$ cat config.mk
export PLATFORM = sky130hd
export DESIGN_NAME = y86_pipe_ctrl
export DESIGN_NICKNAME = d
export VERILOG_FILES = /design/src/rtl/y86_pipe_ctrl.sv
export SDC_FILE = /design/constraint.sdc
export NUM_CORES = 1
export LEC_CHECK = 0
export ABC_AREA = 1
export CAP_MARGIN = 20
export CORE_MARGIN = 2
export CORE_UTILIZATION = 46
export CTS_CLUSTER_DIAMETER = 100
export DETAILED_ROUTE_END_ITERATION = 8
export PLACE_DENSITY = 0.77
export SLEW_MARGIN = 20
export SYNTH_ARGS = -nofsm -noshare
export SYNTH_HDL_FRONTEND = slang
export SYNTH_SLANG_ARGS = --single-unit
$ cat constraint.sdc
create_clock -name clk -period 5.6 [get_ports clk]
set_input_delay 1.12 -clock clk [delete_from_list [all_inputs] [get_ports clk]]
set_output_delay 1.12 -clock clk [all_outputs]
set_load 0.005 [all_outputs]
$ cat src/rtl/y86_pipe_ctrl.sv
// Y86-64 five-stage pipeline hazard/control unit: stall and bubble generation,
// sticky processor status and saturating performance counters.
module y86_pipe_ctrl #(
    parameter int unsigned CNT_W  = 32,
    parameter bit          FWD_EN = 1'b1,
    parameter logic [3:0]  RNONE  = 4'hF
) (
    input  logic             clk,
    input  logic             rst,
    input  logic [3:0]       d_icode,
    input  logic [3:0]       d_srcA,
    input  logic [3:0]       d_srcB,
    input  logic [3:0]       e_icode,
    input  logic [3:0]       e_dstE,
    input  logic [3:0]       e_dstM,
    input  logic             e_cnd,
    input  logic [3:0]       m_icode,
    input  logic [3:0]       m_dstE,
    input  logic [3:0]       m_dstM,
    input  logic [2:0]       m_status,
    input  logic [3:0]       w_icode,
    input  logic [3:0]       w_dstE,
    input  logic [3:0]       w_dstM,
    input  logic [2:0]       w_status,
    output logic             f_stall,
    output logic             d_stall,
    output logic             d_bubble,
    output logic             e_bubble,
    output logic             m_bubble,
    output logic             w_stall,
    output logic             set_cc,
    output logic [2:0]       proc_status,
    output logic             halted,
    output logic [CNT_W-1:0] cnt_cycles,
    output logic [CNT_W-1:0] cnt_retired,
    output logic [CNT_W-1:0] cnt_stalls,
    output logic [CNT_W-1:0] cnt_bubbles
);

    // state   | meaning
    // ST_RUN  | pipeline running, counters and status latch live
    // ST_HALT | exception retired from W; status frozen until rst

    typedef enum logic {ST_RUN, ST_HALT} state_t;

    localparam logic [3:0] I_NOP   = 4'h1;
    localparam logic [3:0] I_MRMOV = 4'h5;
    localparam logic [3:0] I_OPQ   = 4'h6;
    localparam logic [3:0] I_JXX   = 4'h7;
    localparam logic [3:0] I_RET   = 4'h9;
    localparam logic [3:0] I_POP   = 4'hB;
    localparam logic [2:0] S_AOK   = 3'd1;

    localparam logic [CNT_W-1:0] CNT_MAX = '1;
    localparam logic [CNT_W-1:0] CNT_ONE = {{(CNT_W-1){1'b0}}, 1'b1};

    state_t state;

    logic load_use;
    logic raw;
    logic data_hz;
    logic mispredict;
    logic ret_hz;
    logic exc_m;
    logic exc_w;
    logic retire;

    function automatic logic hits_any(input logic [3:0] src,
                                      input logic [3:0] a, input logic [3:0] b,
                                      input logic [3:0] c, input logic [3:0] d,
                                      input logic [3:0] e, input logic [3:0] f);
        return (src != RNONE) &&
               (src == a || src == b || src == c || src == d || src == e || src == f);
    endfunction

    function automatic logic [CNT_W-1:0] sat_inc(input logic [CNT_W-1:0] v);
        return (v == CNT_MAX) ? v : v + CNT_ONE;
    endfunction

    assign load_use = (e_icode == I_MRMOV || e_icode == I_POP) && (e_dstM != RNONE) &&
                      (e_dstM == d_srcA || e_dstM == d_srcB);

    // Without forwarding every in-flight writer of a D source is a hazard, W included.
    assign raw = hits_any(d_srcA, e_dstE, e_dstM, m_dstE, m_dstM, w_dstE, w_dstM) ||
                 hits_any(d_srcB, e_dstE, e_dstM, m_dstE, m_dstM, w_dstE, w_dstM);

    assign data_hz    = FWD_EN ? load_use : raw;
    assign mispredict = (e_icode == I_JXX) && !e_cnd;
    assign ret_hz     = (d_icode == I_RET) || (e_icode == I_RET) || (m_icode == I_RET);
    assign exc_m      = (m_status != S_AOK);
    assign exc_w      = (w_status != S_AOK);
    assign halted     = (state == ST_HALT);
    assign retire     = (w_status == S_AOK) && (w_icode != I_NOP);

    assign f_stall  = !rst && ((data_hz && !mispredict) || ret_hz);
    assign d_stall  = !rst && data_hz && !mispredict;
    assign d_bubble = !rst && (mispredict || (ret_hz && !data_hz));
    assign e_bubble = !rst && (mispredict || data_hz);
    assign m_bubble = !rst && (exc_m || exc_w || halted);
    assign w_stall  = !rst && (exc_w || halted);
    assign set_cc   = !rst && (e_icode == I_OPQ) && !exc_m && !exc_w && !halted;

    always_ff @(posedge clk or posedge rst) begin
        if (rst) begin
            state       <= ST_RUN;
            proc_status <= S_AOK;
            cnt_cycles  <= '0;
            cnt_retired <= '0;
            cnt_stalls  <= '0;
            cnt_bubbles <= '0;
        end else begin
            case (state)
                ST_RUN: begin
                    cnt_cycles <= sat_inc(cnt_cycles);
                    if (retire)
                        cnt_retired <= sat_inc(cnt_retired);
                    if (f_stall)
                        cnt_stalls <= sat_inc(cnt_stalls);
                    if (d_bubble || e_bubble)
                        cnt_bubbles <= sat_inc(cnt_bubbles);
                    if (exc_w) begin
                        state       <= ST_HALT;
                        proc_status <= w_status;
                    end
                end
                ST_HALT: state <= ST_HALT;
                default: state <= ST_RUN;
            endcase
        end
    end

endmodule

Word level (Yosys, flattened, before mapping) --
Index checks and enable logic that the tools add are counted.
Operators by class: add/subtract/negate cells 4, equal/unequal tests 18, multiplexer cells 2, bitwise gates (word level) 5, reductions and logical operators 40
Operators with widths (count):
- $add 32x1->32 const B | 4
- $eq 32x32->1 const B | 4
- $logic_and 1x1->1 | 17
- $eq 4x4->1 const B | 4
- $eq 4x3->1 const B | 3
- $logic_or 1x1->1 | 11
- $reduce_and 3->1 | 3
- $eq 4x4->1 | 2
- $logic_not 1->1 | 7
- $ne 3x1->1 const B | 2
- $not 1->1 | 5
- $ne 4x1->1 const B | 1
- $ne 4x4->1 const B | 1
- $reduce_and 2->1 | 2
- $eq 3x1->1 const B | 1
- $pmux 1 s2 | 1
- $mux 1 | 1
Word-level totals: bits in registers 132, input bits 57, output and inout bits 139, logic and storage cells 75

Logic depth before layout (Yosys ltp) --
word-level depth 10, gate-level depth with buffers 15, depth with buffers taken out 13

Worst setup path before layout --
OpenSTA, ideal clock, no wires.
path type input port to output port, start input port rst, end output port f_stall, arrival time 4.747 ns, data required time 4.480 ns, setup slack -0.267 ns, stages 5, path through clkbuf_1 -> inv_1 -> nand2_1 -> o21ai_2 -> buf_2
Between the ends: cells in the longest elaborated chain, start to end 2
Ends and longest elaborated chain:
- start: declaration | line 9 | input logic rst,
- $logic_not 1->1 (no line)
- $logic_and 1x1->1 | line 95 | assign f_stall = !rst && ((data_hz && !mispredict) || ret_hz);
- end: declaration | line 25 | output logic f_stall,
Every way passes these cells.

Worst setup path in the final report --
start input port w_status[0], end output port set_cc
Between the ends: cells in the longest elaborated chain, start to end 4
Ends and longest elaborated chain:
- start: declaration | line 24 | input logic [2:0] w_status,
- $ne 3x1->1 | line 91 | assign exc_w = (w_status != S_AOK);
- $logic_not 1->1 | line 101 | assign set_cc = !rst && (e_icode == I_OPQ) && !exc_m && !exc_w && !halted;
- $logic_and 1x1->1 (2 in series) | line 101
- end: declaration | line 31 | output logic set_cc,
Every way passes these cells.

==> results.ini <==
[run_status]
outcome=finished clean

[sta]
clock_skew_ns=0.0136
rsz0062_at_grt=false
worstMarginPinSlew_ns=0.898
maxSlewHeadroom_pct=40.0
fmax_ghz=0.240
fin_crit_sh_pct=74.5
setup_viol=0
holdWs_ns=0.488
tns_ns=0
report.final.slew_viol_count=0
hold_viol=0
period_minus_slack_ns=4.17

[routing]
via_per_inst=5.14
routed_wire_length_per_instance_um=13.7
drt_iter0_markers=612
antenna_left=0
vias=8574
wl_mm=22.8
drcViolationCount=0
first_pass_iters=5

[clock_tree]
cts_tree=built
ctsHoldBuffers=0
clkTransAtPathRegs_ns=0.06
insertion_delay_ns=0.42
postCtsSetupBuffers=0
cts_root_buf=clkbuf_16
cts_made_buffers=17
cts_buffer_depth=2
cts_resized=0
clock-sinks=132
htree_levels=4

[logic_synthesis]
synth_top_cell_by_area=dfrtp_1
netlist_top_cells_count=nand2_1, dfrtp_1, nor2_1, nand3_1, inv_1
synth_cells=1252
synthArstFlopShare_pct=100
synth_edf_count=0
synthDistinctLibCells=35
yosysMostFrequentCell=nand2_1
yosys_register_bits=132
syn_nets=1313
synth_area_mm2=0.00860
yosys-top-cells-area=dfrtp_1, nand2_1, xor2_1
avgSynthCellArea_um2=6.87
ys.flop_type=dfrtp_1
ys_seq_area_share_pct=38.4
synth_top_area_share_pct=38.1
ys_warn_count=0

[placed_design]
gp_congestion=0.920
hpwl_mm=16.5
numPortBuffers=175

[setup_path]
setup.worst_path.start_class=primary input
r2r-start=cnt_retired[0]
crit_required_ns=4.48
regToRegSetupSlack_ns=2.69
crit_arrival_ns=3.05
crit_type=primary input to output port
endpoint_kind=output port
crit_fanout=4
r2r.worst_path.cells=9
r2r_end=cnt_retired[14]
critPathLaunch=w_status[0]

[power]
power_uw=2140
vdd_drop_max_mv=0.194
p_leak_uw=0.00509
power_density_mw_per_mm2=193

[floorplan]
die_x_um=141
core_mm2=0.0185
die-height_um=141
initial_core_util_pct=46.5
io_pins=196
rows=50
design.die.area_mm2=0.0198

[worst_hold_path]
hp-start=proc_status[1]
min_to=proc_status[1]
whs_path_depth=2
hp-class=register to register

[flow_run]
drv_cap=0

[grt]
grt_pass1_vias=7927
gr-total-overflow=0
antenna_found_initial=0
grt_max_degree=69
grt_pass1_wl_mm=38.3
track_usage_pct=23.4

[layout]
num_antenna_cells=0
drive_above_1_share_pct=4.68
fillCellCount=1708
nets=1482
syn_to_final_growth_pct=28.8

## power by group
group | internal, uW | leakage, uW | switching [uW]
clock | 658 | 0.000274 | 438
sequential | 956 | 0.00181 | 1.84
combinational | 37.1 | 0.00300 | 46.9
total | 1650 | 0.00509 | 487
## cell type report
| type | instances | area, um^2 | share of cell area (%) |
|---|---|---|---|
| clock buffer | 21 | 480 | 4.34 |
| clock inverter | 10 | 100 | 0.903 |
| inverter | 100 | 379 | 3.42 |
| tap | 234 | 293 | 2.64 |
| multi-input combinational | 989 | 4730 | 42.7 |
| timing repair buffer | 181 | 1800 | 16.2 |
| sequential | 132 | 3300 | 29.8 |
## through the flow
step                      utilization (%)  worst slack [ns]  cells  instance area, um^2
after CTS                            59.8              1.42   1667                11100
after floorplan                         -             0.462   1252                 8610
final                                59.8              1.43   1667                11100
after global placement               56.7              1.44   1636                10500
after global routing                 59.8              1.09   1667                11100
after detailed placement             56.7              1.44   1636                10500
## worst max-delay path, stage by stage
cell	delay [ns]
clkdlybuf4s50_1	0.45
inv_1	0.05
nor3_1	0.23
inv_1	0.15
nor2_1	0.11
buf_4	0.14
nand2_1	0.05
nor3_1	0.20
clkdlybuf4s50_1	0.55
## flip-flops by register name, indices dropped and copies added (netlist names)
register	count
cnt_bubbles	32
cnt_cycles	32
cnt_retired	32
cnt_stalls	32
proc_status	3
halted	1
## metal layers
metal	wire (um)	up-vias	share of wire, %	GRT usage [%]
met5	0	-	0	0
met4	274	0	1.2	7.42
met3	1270	24	5.6	3.57
met2	10600	265	47	36.8
met1	10600	3992	46	33.5
li1	-	4293	-	-
## how the worst max path moves through the flow
stage | to | slack, ns | cells after the start
CTS | set_cc | 1.42 | 9
floorplan | f_stall | 0.46 | 5
detailed placement | set_cc | 1.44 | 9
global route | set_cc | 1.09 | 9
global placement | set_cc | 1.44 | 9
finish | set_cc | 1.43 | 9
## cell usage in the layout, fill, tap and decap left out, types with 2 or more instances in the layout
cell type        synthesis  routed
nand2_1                508     508
clkdlybuf4s50_1          0     175
dfrtp_1                131     131
nor2_1                 118     118
nand3_1                101     101
inv_1                   95      94
xor2_1                  58      58
nor3_1                  51      51
xnor2_1                 40      40
nand4_1                 30      30
o21ai_0                 19      19
clkbuf_16                0      17
nand3b_1                15      15
o21ai_1                 10      10
nor2_2                   8       8
nand2_2                  7       7
buf_4                    1       6
clkinvlp_4               0       5
nor3b_1                  5       5
inv_2                    4       4
ha_1                     4       4
clkbuf_8                 0       4
clkinv_4                 0       3
nor2_4                   2       2
a21oi_2                  1       2
a21oi_1                  3       2
nand2_4                  2       2
## cell families after synthesis
kind of cell    Yosys count  synth area share (%)
simple gates            852                  42.2
flops                   132                  38.4
buf+inv                 131                  6.66
fa+ha+maj                 4                 0.582
xor+xnor                 98                  9.98
compound gates           35                  2.15
Power figures use the tool's default switching activity.
